File: src/rtl/mem_pwm_pkg.sv
// Register map and shared helpers for the memory-mapped PWM block.
package mem_pwm_pkg;

  // Byte offsets of the registers (only address bits [7:2] are decoded)
  localparam logic [7:0] REG_CTRL   = 8'h00;
  localparam logic [7:0] REG_PRESC  = 8'h04;
  localparam logic [7:0] REG_PERIOD = 8'h08;
  localparam logic [7:0] REG_COUNT  = 8'h0C;
  localparam logic [7:0] REG_STATUS = 8'h10;
  localparam logic [7:0] REG_DUTY0  = 8'h20;

  // CTRL / STATUS bit positions
  localparam int CTRL_EN     = 0;
  localparam int CTRL_IRQEN  = 1;
  localparam int CTRL_OE_LSB = 8;
  localparam int STATUS_WRAP = 0;

  typedef enum logic {
    BUS_IDLE = 1'b0,
    BUS_ACK  = 1'b1
  } bus_state_e;

  // Merge a bus write into an existing register word, one byte lane per strobe bit
  function automatic logic [31:0] apply_wstrb(input logic [31:0] old_v,
                                              input logic [31:0] new_v,
                                              input logic [3:0]  strb);
    logic [31:0] res;
    for (int b = 0; b < 4; b++) begin
      res[8*b +: 8] = strb[b] ? new_v[8*b +: 8] : old_v[8*b +: 8];
    end
    return res;
  endfunction

endpackage

File: src/rtl/mem_pwm_compare.sv
// One PWM channel: staging/active duty pair and the registered compare output.
module pwm_compare #(
  parameter int WIDTH = 16
) (
  input  logic             clk,
  input  logic             rstn,
  input  logic             wr_en,
  input  logic [WIDTH-1:0] wr_data,
  input  logic             reload,
  input  logic             en,
  input  logic [WIDTH-1:0] cnt,
  output logic [WIDTH-1:0] duty_stg,
  output logic             pwm_do
);

  logic [WIDTH-1:0] duty_stg_q, duty_stg_d;
  logic [WIDTH-1:0] duty_act_q, duty_act_d;
  logic             do_q, do_d;

  // Staging takes bus writes; active copy only moves on reload so a period never sees a torn duty
  always_comb begin
    duty_stg_d = wr_en  ? wr_data    : duty_stg_q;
    duty_act_d = reload ? duty_stg_q : duty_act_q;
    do_d       = en & (cnt < duty_act_q);
  end

  // Channel state registers
  always_ff @(posedge clk or negedge rstn) begin
    if (!rstn) begin
      duty_stg_q <= '0;
      duty_act_q <= '0;
      do_q       <= 1'b0;
    end else begin
      duty_stg_q <= duty_stg_d;
      duty_act_q <= duty_act_d;
      do_q       <= do_d;
    end
  end

  assign duty_stg = duty_stg_q;
  assign pwm_do   = do_q;

endmodule

File: src/rtl/mem_pwm.sv
// Memory-mapped PWM generator: iomem bus slave, shared prescaler/period counter, NCH channels.
module mem_pwm
  import mem_pwm_pkg::*;
#(
  parameter int NCH   = 4,
  parameter int WIDTH = 16
) (
  input  logic           clk,
  input  logic           rstn,
  input  logic           mem_valid,
  output logic           mem_ready,
  input  logic [31:0]    mem_addr,
  output logic [31:0]    mem_rdata,
  input  logic [31:0]    mem_wdata,
  input  logic [3:0]     mem_wstrb,
  output logic [NCH-1:0] pwm_oe,
  output logic [NCH-1:0] pwm_do,
  output logic           irq
);

  // Only EN, IRQEN and the OE bits of implemented channels are stored; the rest read 0
  localparam logic [31:0] CTRL_MASK = {16'h0, 8'((1 << NCH) - 1), 6'h0, 2'b11};

  bus_state_e       state_q, state_d;
  logic [31:0]      ctrl_q, ctrl_d;
  logic [15:0]      presc_q, presc_d;
  logic [WIDTH-1:0] period_stg_q, period_stg_d;
  logic [WIDTH-1:0] period_act_q, period_act_d;
  logic [15:0]      pcnt_q, pcnt_d;
  logic [WIDTH-1:0] cnt_q, cnt_d;
  logic             wrap_q, wrap_d;

  logic [7:0]       off;
  logic             wr_go;
  logic             en;
  logic             tick;
  logic             wrap_evt;
  logic             reload;
  logic [31:0]      rd_data;
  logic [WIDTH-1:0] duty_stg [NCH];
  logic             unused_addr;

  assign off         = {mem_addr[7:2], 2'b00};
  assign unused_addr = ^{mem_addr[31:8], mem_addr[1:0]};
  assign wr_go       = mem_ready & mem_valid & (|mem_wstrb);
  assign en          = ctrl_q[CTRL_EN];

  // Bus FSM state register; async reset drops mem_ready immediately
  always_ff @(posedge clk or negedge rstn) begin
    if (!rstn) state_q <= BUS_IDLE;
    else       state_q <= state_d;
  end

  // Bus FSM next state: one ACK cycle per request, always back through IDLE
  always_comb begin
    state_d = state_q;
    case (state_q)
      BUS_IDLE: if (mem_valid) state_d = BUS_ACK;
      BUS_ACK:  state_d = BUS_IDLE;
      default:  state_d = BUS_IDLE;
    endcase
  end

  // Bus FSM outputs: ready pulse and read data gated by it
  always_comb begin
    mem_ready = (state_q == BUS_ACK);
    mem_rdata = mem_ready ? rd_data : 32'h0;
  end

  // Read mux; unmapped offsets and absent channels return 0
  always_comb begin
    rd_data = 32'h0;
    case (off)
      REG_CTRL:   rd_data = ctrl_q;
      REG_PRESC:  rd_data = 32'(presc_q);
      REG_PERIOD: rd_data = 32'(period_stg_q);
      REG_COUNT:  rd_data = 32'(cnt_q);
      REG_STATUS: rd_data = 32'(wrap_q);
      default: begin
        for (int n = 0; n < NCH; n++) begin
          if (off == REG_DUTY0 + 8'(4 * n)) rd_data = 32'(duty_stg[n]);
        end
      end
    endcase
  end

  // Prescaler tick and period wrap; reload follows staging continuously while disabled
  always_comb begin
    tick     = en & (pcnt_q == presc_q);
    wrap_evt = tick & (cnt_q == period_act_q);
    reload   = ~en | wrap_evt;
  end

  // Register writes, counters and WRAP flag next-state
  always_comb begin
    ctrl_d       = ctrl_q;
    presc_d      = presc_q;
    period_stg_d = period_stg_q;
    if (wr_go) begin
      case (off)
        REG_CTRL:   ctrl_d       = apply_wstrb(ctrl_q, mem_wdata, mem_wstrb) & CTRL_MASK;
        REG_PRESC:  presc_d      = 16'(apply_wstrb(32'(presc_q), mem_wdata, mem_wstrb));
        REG_PERIOD: period_stg_d = WIDTH'(apply_wstrb(32'(period_stg_q), mem_wdata, mem_wstrb));
        default:    ;
      endcase
    end

    period_act_d = reload ? period_stg_q : period_act_q;

    if (!en) begin
      pcnt_d = 16'h0;
      cnt_d  = '0;
    end else if (tick) begin
      pcnt_d = 16'h0;
      cnt_d  = wrap_evt ? '0 : cnt_q + 1'b1;
    end else begin
      pcnt_d = pcnt_q + 16'd1;
      cnt_d  = cnt_q;
    end

    // Hardware set beats a simultaneous write-1-to-clear
    if (wrap_evt)
      wrap_d = 1'b1;
    else if (wr_go && (off == REG_STATUS) && mem_wstrb[0] && mem_wdata[STATUS_WRAP])
      wrap_d = 1'b0;
    else
      wrap_d = wrap_q;
  end

  // Control/status/counter registers
  always_ff @(posedge clk or negedge rstn) begin
    if (!rstn) begin
      ctrl_q       <= 32'h0;
      presc_q      <= 16'h0;
      period_stg_q <= '0;
      period_act_q <= '0;
      pcnt_q       <= 16'h0;
      cnt_q        <= '0;
      wrap_q       <= 1'b0;
    end else begin
      ctrl_q       <= ctrl_d;
      presc_q      <= presc_d;
      period_stg_q <= period_stg_d;
      period_act_q <= period_act_d;
      pcnt_q       <= pcnt_d;
      cnt_q        <= cnt_d;
      wrap_q       <= wrap_d;
    end
  end

  for (genvar g = 0; g < NCH; g++) begin : g_ch
    logic             dsel;
    logic [WIDTH-1:0] dwr;
    assign dsel = wr_go & (off == REG_DUTY0 + 8'(4 * g));
    assign dwr  = WIDTH'(apply_wstrb(32'(duty_stg[g]), mem_wdata, mem_wstrb));

    pwm_compare #(.WIDTH(WIDTH)) u_cmp (
      .clk      (clk),
      .rstn     (rstn),
      .wr_en    (dsel),
      .wr_data  (dwr),
      .reload   (reload),
      .en       (en),
      .cnt      (cnt_q),
      .duty_stg (duty_stg[g]),
      .pwm_do   (pwm_do[g])
    );
  end

  assign pwm_oe = ctrl_q[CTRL_OE_LSB +: NCH];
  assign irq    = wrap_q & ctrl_q[CTRL_IRQEN];

endmodule
File: config.mk
export PLATFORM = sky130hd
export DESIGN_NAME = mem_pwm
export DESIGN_NICKNAME = d
export VERILOG_FILES = /design/src/rtl/mem_pwm_pkg.sv /design/src/rtl/mem_pwm_compare.sv /design/src/rtl/mem_pwm.sv
export SDC_FILE = /design/constraint.sdc
export NUM_CORES = 1
export LEC_CHECK = 0
export CORE_ASPECT_RATIO = 1.75
export CORE_UTILIZATION = 45
export CTS_BUF_LIST = sky130_fd_sc_hd__clkbuf_4 sky130_fd_sc_hd__clkbuf_8
export DETAILED_ROUTE_END_ITERATION = 8
export SLEW_MARGIN = 20
export SYNTH_ARGS = -nofsm -noshare
export SYNTH_HDL_FRONTEND = slang
export SYNTH_HIERARCHICAL = 1
export SYNTH_SLANG_ARGS = --single-unit
File: constraint.sdc
create_clock -name clk -period 2.95 [get_ports clk]
set_input_delay 0.59 -clock clk [delete_from_list [all_inputs] [get_ports clk]]
set_output_delay 0.59 -clock clk [all_outputs]
set_load 0.01 [all_outputs]
# ---- Word-level counts from Yosys, hierarchy flattened
# Index checks and enable logic that the tools add are counted.
dict set report word_totals {
  register_bits 220
  word_cells 95
  ram_bits 0
  n_memories 0
  out_inout_bits 42
  inputBits 71
  rom_bits 0
  latch_bits 0
}
dict set report op_classes {
  mux 15
  n_bitwise 16
  n_lt_le_gt_ge 4
  n_div 0
  n_shift 0
  eq_ne 11
  multipliers 0
  n_reduce_logical 20
  n_addsub 2
}
# op count
set ops {}
lappend ops {{case mux 32 bit (5 select lines)} 1}
lappend ops {{two-way mux 32 bit} 4}
lappend ops {{two-way mux 16 bit} 6}
lappend ops {{less-than comparator 16 bit} 4}
lappend ops {{adder 16 x 1 -> 16 bit (second input constant)} 2}
lappend ops {{== test 16 bit} 2}
lappend ops {{== test 6 x 4 -> 1 bit (second input constant)} 4}
lappend ops {{AND reduction 3 bit} 6}
lappend ops {{AND reduction 2 bit} 8}
lappend ops {{AND 1 bit} 13}
lappend ops {{== test 6 x 2 -> 1 bit (second input constant)} 2}
lappend ops {{logical NOT 8 bit} 1}
lappend ops {{== test 6 x 1 -> 1 bit (second input constant)} 1}
lappend ops {{== test 6 x 3 -> 1 bit (second input constant)} 1}
lappend ops {{OR reduction 4 bit} 1}
lappend ops {{logical AND 1 bit} 3}
lappend ops {{two-way mux 1 bit} 3}
lappend ops {{inequality test 2 x 1 -> 1 bit (second input constant)} 1}
lappend ops {{NOT 1 bit} 2}
lappend ops {{case mux 1 bit (2 select lines)} 1}
lappend ops {{nonzero test 2 bit} 1}
lappend ops {{bitwise OR 1 bit} 1}

# ---- Logic depth before layout (Yosys ltp)
# Gate-level depths: netlist of the first run.
dict set report logic_depth {
  word_depth 7
  depth_mapped 9
}

# ---- Modules after synthesis
# Netlist of the first run, hierarchy kept.
# module cells_each seq_area_each_um2 area_each_um2 instances
set modules_own_cells {}
lappend modules_own_cells {pwm_compare 139 825.8 1570.3 4}
lappend modules_own_cells {mem_pwm 700 2202.1 6276.0 1}

# ---- Worst setup path after synthesis of the first run
# OpenSTA, ideal clock, no wires.
dict set report synth_path {
  path_kind {input-to-reg}
  startpoint {in mem_addr[7]}
  endpoint {reg g_ch[3].u_cmp.duty_stg_q[10]}
  path_slack_ns 0.165
  arrival_time_ns 2.660
  path_stages 8
  setup_ns 0.125
  cell_sequence {nor4b_2 and3_1 buf_2 buf_2 and2_1 clkbuf_1 buf_2 mux2_2}
}
dict set report synth_between {
  elab_chain_cells 3
}
# element line_no
set synth_lines {}
lappend synth_lines {{from (decl)} mem_pwm.sv:12} ;# input logic [31:0] mem_addr,
lappend synth_lines {{== test 6 x 4 -> 1 bit} mem_pwm.sv:154} ;# assign dsel = wr_go & (off == REG_DUTY0 + 8'(4 * g));
lappend synth_lines {{AND 1 bit} mem_pwm.sv:154}
lappend synth_lines {{named net g_ch[3].dsel} mem_pwm.sv:152} ;# logic dsel;
lappend synth_lines {{AND reduction 2 bit (no source line)} -}
lappend synth_lines {{to (signal assigned)} mem_pwm_compare.sv:34} ;# duty_stg_q <= duty_stg_d;
lappend synth_lines {{to (decl)} mem_pwm_compare.sv:16} ;# logic [WIDTH-1:0] duty_stg_q, duty_stg_d;
# The timed path passes the listed nets, and every way through them passes these cells.
# A chain may end at the register's enable or synchronous reset.

# ---- Final worst setup path of the first run
dict set report layout_path {
  startpoint {in mem_addr[6]}
  endpoint {out mem_rdata[0]}
}
dict set report layout_between {
  elab_chain_cells 7
}
# element line_no
set layout_lines {}
lappend layout_lines {{== test 6 x 4 -> 1 bit} mem_pwm.sv:81} ;# if (off == REG_DUTY0 + 8'(4 * n)) rd_data = 32'(duty_stg[n]);
lappend layout_lines {{two-way mux 16 bit} mem_pwm.sv:81}
lappend layout_lines {{two-way mux 32 bit (3 in series)} mem_pwm.sv:81}
lappend layout_lines {{case mux 32 bit (5 select lines) *} mem_pwm.sv:73} ;# case (off)
lappend layout_lines {{two-way mux 32 bit *} mem_pwm.sv:67} ;# mem_rdata = mem_ready ? rd_data : 32'h0;
lappend layout_lines {{to (decl)} mem_pwm.sv:13} ;# output logic [31:0] mem_rdata,
# Every way passes the cells marked *; elsewhere a longest branch is shown, timed or not.

==> flow_metrics.tcl, run 1 <==
set metrics [dict create \
    grt_pass1_wl_mm 57.5 \
    routed-via-count 9716 \
    clkTransAtPathRegs_ns 0.06 \
    fillers 2456 \
    post-route-drc-count 0 \
    cts_hold_buf 0 \
    firstDrtPassIters 5 \
    min_path_type "input port to asynchronous set/reset pin" \
    p_seq_share_pct 47.3 \
    tns_ns 0 \
    die_h_um 223 \
    switching_share_pct 27.1 \
    synth_edf_count 0 \
    dp.final_hpwl_mm 27.2 \
    io_pins 113 \
    fmax_mhz 344 \
    clock_latency_ns 0.55 \
    cts_tree "done" \
    synth_seq_area_share_pct 43.8 \
    max_slew_margin_pct 57.1 \
    peakVddDrop_mv 0.433 \
    start_util_pct 46.0 \
    tightest_slew_ns 0.638 \
    skew_ns 0.0274 \
    async_flop_share_pct 100 \
    grt_max_degree 70 \
    via_per_inst 5.56 \
    placed_area_mm2 0.0140 \
    grt-ovfl-total 0 \
    synth_area_mm2 0.0126 \
    final_util_pct 53.8 \
    drt_wl_total_mm 36.7 \
    cts_buffers 35 \
    io_buffers 54 \
    dp.cells 1687 \
    cap_violations 0 \
    core_area_mm2 0.0273 \
    combPwrFrac_pct 12.5 \
    h-tree-depth 2 \
    ys_types 57 \
    cp_data_required_time_ns 2.36 \
    use_met1_pct 32.3 \
    finalNonFillerCells 1748 \
    syn_avg_cell_area_um2 10.0 \
    track_usage_pct 27.0 \
    power_density_mw_per_mm2 459 \
    met2_usage_pct 46.5 \
    finalSetupViolCount 0 \
    area_delta_synth_final_pct 17.0 \
    clockBufferDepth 3 \
    cp-start-kind "input port" \
    busiest_layer "met2" \
    wl_per_cell_um 21.0 \
    final_nets 1489 \
    gp_congestion 0.858 \
    antenna_left 0 \
    row_count 80 \
    status "completed" \
    gr-usage-met3_pct 3.57 \
    drt-initial-drc-count 588 \
    fp.dieArea_mm2 0.0286 \
    synthCells 1256 \
    root_buffer "clkbuf_8" \
    maxSlewViolCount 0 \
    p_switching_mw 1.83 \
    crit_arrival_ns 2.31 \
    die_w_um 128 \
    internal_power_mw 4.92 \
    hold_viol_final 0 \
    timing.final.crit_share_pct 98.5 \
    synth_seq_cells 220 \
    finalWorstSetupSlack_ns 0.0452 \
    cellLeakagePower_nw 6.72 \
    cts.sinks 220 \
    dp_slack_ns -0.556 \
    endpoint_kind "output pin" \
    synth_warnings 6 \
    fin_area_mm2 0.0147 \
    grt_setup_unrepaired "true" \
    fin_crit_ns 2.90 \
    crit_type "input port to output pin" \
    antenna_found_initial 1 \
    p_clk_share_pct 40.2 \
    final_layout_size_suffix_gt1_share_pct 23.1 \
    synth_ff_type "dfrtp_1" \
    critical_path.max_fanout 4 \
    grt_pass1_vias 9844 \
]
==> area by class of cell <==
class                      instances  area [um2]  share of cell area, %
multi-input combinational        828        6200                   42.2
inverter                         134         503                   3.42
timing repair buffer             137        1310                   8.91
clock inverter                     3        15.0                  0.102
antenna                            1        2.50                 0.0170
sequential                       220        5510                   37.5
clock buffer                      56         696                   4.73
tap                              369         462                   3.14
==> per-stage QoR <==
step	hold WS, ns	power (mW)
2_1_floorplan	0.294	3.69
5_1_grt	0.0473	7.03
6_report	0.0203	6.75
3_3_place_gp	0.492	4.08
4_1_cts	0.0197	6.83
3_5_place_dp	0.504	4.10
==> cells in the mapped netlist, drive strengths merged, types with 9 or more instances <==
library cell  number  area [um2]
nand2b            10        62.6
nor2b             12        75.1
o22ai             17         106
inv              134         503
nand2            128         480
ha                62         776
o211ai             9        67.6
buf               37         249
clkbuf            52         195
a21oi             24         120
o21ai            138         691
o21a               9        67.6
nor4              16         150
xor2              34         298
xnor2             12         105
mux2             133        1530
nand3             23         115
mux2i             13         130
nor2              45         184
a22oi             17         128
nor3              13        70.1
nand4             17         113
dfrtp            220        5510
==> critical path, cell delays in order <==
cell	delay, ns
dlygate4sd2_1	0.29
or4_4	0.57
nor3_2	0.13
a31oi_1	0.06
o211ai_1	0.26
o21a_1	0.18
clkdlybuf4s15_2	0.23
==> kinds of logic after synthesis <==
group / share of synthesized area [%]
xor+xnor: 3.21
simple gates: 11.7
mux: 14.5
fa+ha+maj: 6.18
other cells: 0.0299
buf+inv: 7.54
flops: 43.8
compound gates: 13.0
==> sequential cells by signal, summed over array words and instances (netlist names), 6 cells and up <==
name / flops
pcnt_q: 16
period_act_q: 16
ctrl_q: 6
presc_q: 16
period_stg_q: 16
cnt_q: 16
g_ch.u_cmp/duty_stg: 64
g_ch.u_cmp/duty_act_q: 64
==> cell usage in the layout (no fill, tap or decap), drive strengths merged, types with 17 or more instances in the layout <==
cell | Yosys | final
clkbuf | 52 | 56
nor2 | 45 | 45
clkdlybuf4s50 | 0 | 31
nand3 | 23 | 23
xor2 | 34 | 34
mux2 | 133 | 133
a21oi | 24 | 24
nand4 | 17 | 17
o21ai | 138 | 138
o22ai | 17 | 17
ha | 62 | 62
nand2 | 128 | 128
inv | 134 | 134
dlygate4sd2 | 0 | 17
dfrtp | 220 | 220
buf | 37 | 86
a22oi | 17 | 17
==> layer usage <==
layer | vias to the layer above | wire (um)
li1 | 4537 | -
met1 | 4829 | 14600
met2 | 266 | 18800
met3 | 84 | 1370
met4 | 0 | 1970
met5 | - | 0
==> path summary, 6_finish.rpt <==
path	cells past startpoint	from	slack, ns	endpoint
hold / removal	1	rstn	0.02	g_ch[3].u_cmp/duty_stg[0]
min in group clk	1	g_ch[0].u_cmp/duty_act_q[0]	0.52	g_ch[0].u_cmp/duty_act_q[0]
setup reg to reg	6	period_act_q[4]	0.38	period_act_q[0]
setup / recovery	7	mem_addr[6]	0.05	mem_rdata[0]
hold reg to reg	1	g_ch[0].u_cmp/duty_act_q[0]	0.52	g_ch[0].u_cmp/duty_act_q[0]
max in group asynchronous	2	rstn	2.21	presc_q[10]
==> power by group through the flow <==
stage | Clock [mW] | Combinational, mW | Sequential, mW
detailed placement | 0 | 0.846 | 3.25
CTS | 2.78 | 0.851 | 3.19
finish | 2.71 | 0.843 | 3.20
global route | 2.91 | 0.915 | 3.20
floorplan | 0 | 0.475 | 3.22
global placement | 0 | 0.835 | 3.25
==> what timing repair did <==
item                       in CTS  in global routing
buffers inserted                1                  0
pin swaps                       3                  2
setup endpoints to repair      16                  4
resized for setup              34                  3
(Power assumes the default switching activity.)
==> run 2: changes to the inputs <==
--- a/config.mk
+++ b/config.mk
@@ -6,9 +6,11 @@
 export NUM_CORES = 1
 export LEC_CHECK = 0
 export CORE_ASPECT_RATIO = 1.75
-export CORE_UTILIZATION = 45
+export CORE_UTILIZATION = 60
 export CTS_BUF_LIST = sky130_fd_sc_hd__clkbuf_4 sky130_fd_sc_hd__clkbuf_8
 export DETAILED_ROUTE_END_ITERATION = 8
+export MAX_ROUTING_LAYER = met4
+export PLACE_DENSITY = 0.83
 export SLEW_MARGIN = 20
 export SYNTH_ARGS = -nofsm -noshare
 export SYNTH_HDL_FRONTEND = slang
==> run 2 against run 1 <==
Against the previous run:
- the run now ends with design-rule violations left
- die area is 25% lower
- total power fell by 1.6%
- sequential share of layout area increased by 0.47 points
- utilization is 17 points higher
- clock skew shrank 0.0091 ns
- global-route usage is 7.7 points higher
- first-iteration DRC count is 4.3% higher
- critical endpoint is now mem_rdata[3]
- sequential power hardly changed
- hold slack better by 0.49 ns
- via count is 5.6% higher
- non-clock buffer count decreased by 1
- final cell count decreased by 7.2%
==> flow_metrics.tcl, run 2 (synthesis gave the netlist of run 1 again) <==
set metrics [dict create \
    status "finished, violations left" \
    violations "design-rule violations" \
    io_pins 113 \
    final_nets 1484 \
    reg2reg_slack_ns 0.43 \
    io_buffers 54 \
    grt_setup_unrepaired "false" \
    holdWs_ns 0.511 \
    diodes 0 \
    finalSetupViolCount 0 \
    post-route-drc-count 8 \
    hold_viol_final 0 \
    start_util_pct 61.6 \
    gp_congestion 0.903 \
    power_density_mw_per_mm2 458 \
    grt_pass1_wl_mm 55.9 \
    antenna_found_initial 0 \
    critPathSlowestCell "nor4b_4" \
    finalWorstSetupSlack_ns 0.0421 \
    endpoint_kind "output pin" \
    cap_violations 0 \
    cts.sinks 220 \
    final_layout_size_suffix_gt1_share_pct 23.2 \
    fin_crit_ns 2.91 \
    reg2reg_to "g_ch[3].u_cmp/pwm_do" \
    core_area_mm2 0.0204 \
    critical_path.max_fanout 5 \
    area_delta_synth_final_pct 15.6 \
    grt-ovfl-total 0 \
    tightest_slew_ns 0.722 \
    layout_commonest_cell "dfrtp_1" \
    clkTransAtPathRegs_ns 0.06 \
    grt_pass1_vias 10775 \
    hold_depth 1 \
    dp.final_hpwl_mm 25.1 \
    clock_latency_ns 0.64 \
    firstDrtPassIters 8 \
    most-common-layout-cells "218 x dfrtp_1, 134 x inv_1, 128 x nand2_1" \
    via_per_inst 6.32 \
    final_util_pct 71.2 \
    cts_tree "done" \
    min_path_type "flip-flop to flip-flop" \
    whs_endpoint "g_ch[2].u_cmp/duty_act_q[0]" \
    wl_per_cell_um 21.7 \
    h-tree-depth 1 \
    critPathTopFamily "buffers and inverters" \
    maxSlewViolCount 0 \
    crit_type "input port to output pin" \
    antenna_left 0 \
    cts_buffers 31 \
    dp_slack_ns -0.655 \
    routed-via-count 10257 \
    die_w_um 111 \
    row_count 69 \
    root_buffer "clkbuf_8" \
    clockBufferDepth 3 \
    cp-start-kind "input port" \
    skew_ns 0.0184 \
    die_h_um 193 \
    track_usage_pct 34.7 \
    cellLeakagePower_nw 6.69 \
    max_stage_delay_ns 0.31 \
    tns_ns 0 \
    path_buf_inv 5 \
    drt-initial-drc-count 613 \
    finalNonFillerCells 1622 \
    timing.final.crit_share_pct 98.6 \
    r2r_cells 5 \
    dp.cells 1562 \
    max_slew_margin_pct 51.9 \
    fmax_mhz 344 \
    timing.rr.start "cnt_q[15]" \
    crit_chain "dlygate4sd2_1 -> buf_4 -> nor4b_4 -> and3_4 -> buf_12 -> buf_16 -> a221oi_2 -> nor2b_1 -> buf_2" \
    peakVddDrop_mv 0.567 \
    fp.dieArea_mm2 0.0215 \
    grt_max_degree 84 \
    drt_wl_total_mm 35.2 \
    crit_arrival_ns 2.32 \
    cp_data_required_time_ns 2.36 \
    hold_start "g_ch[2].u_cmp/duty_act_q[0]" \
]
==> run 2: changes by cell type in the layout (fill, tap and decap cells not counted), moves of 2 or more <==
| cell | change |
|---|---|
| clkbuf_8 | -6 |
| a221oi_2 | +2 |
| clkdlybuf4s15_2 | -2 |
| clkbuf_2 | +4 |
| dlygate4sd2_1 | -3 |
| a221oi_1 | -2 |
| buf_4 | -2 |
==> run 2: area by class of cell <==
type                    instances  area, um2
clock buffers                  50        613
clock inverters                 6       63.8
fillers                      1377       5860
repair buffers                136       1310
flip-flops and latches        220       5510
multi-input cells             828       6210
inverters                     134        503
well taps                     248        310
==> run 2: worst max path at each step <==
stage | from | endpoint | slack [ns] | cells after the start
6_report | mem_addr[6] | mem_rdata[3] | 0.04 | 9
4_1_cts | mem_addr[6] | mem_rdata[0] | 0.02 | 9
5_1_grt | presc_q[6] | mem_rdata[6] | 0.00003 | 6
2_1_floorplan | mem_addr[7] | g_ch[3].u_cmp/duty_stg[10] | 0.17 | 8
3_5_place_dp | mem_addr[7] | mem_rdata[1] | -0.66 | 9
3_3_place_gp | mem_addr[7] | mem_rdata[1] | -0.63 | 9
==> run 2: timing repair <==
item                                   4_1_cts  5_1_grt
endpoints found under the hold margin        4        0
pin swaps                                    4        1
setup buffers                                2        0
gates cloned                                 1        0
gates resized for setup                     34       16
hold buffers                                 1        0
setup endpoints to repair                   16        9
==> run 2: stage by stage <==
stage               total power, mW  area (um2)
floorplan                      3.69       12600
global placement               4.02       13800
detailed placement             4.05       13800
CTS                            6.62       14500
global route                   6.86       14500
finish                         6.64       14500
==> run 2: where the power goes <==
group          switching [mW]  total (mW)  internal [mW]
sequential             0.0804        3.19           3.11
combinational           0.516       0.833          0.317
clock                    1.21        2.62           1.40
total                    1.81        6.64           4.83
==> run 2: metal layers <==
metal	vias up	wire, um	part of all wire [%]	track usage [%]
li1	4529	-	-	-
met1	5023	12100	35	35.9
met2	510	17500	50	57.3
met3	195	2390	6.8	6.11
met4	0	3090	8.8	28.4
met5	-	0	0	-
==> run 2: worst register-to-register path, delay by kind of cell, from the launching register on <==
kind	cells	cell delay, ns
and+or+nand+nor	3	0.80
DFF	1	0.57
AOI/OAI and AO/OA	1	0.56
adders and majority gates	1	0.43
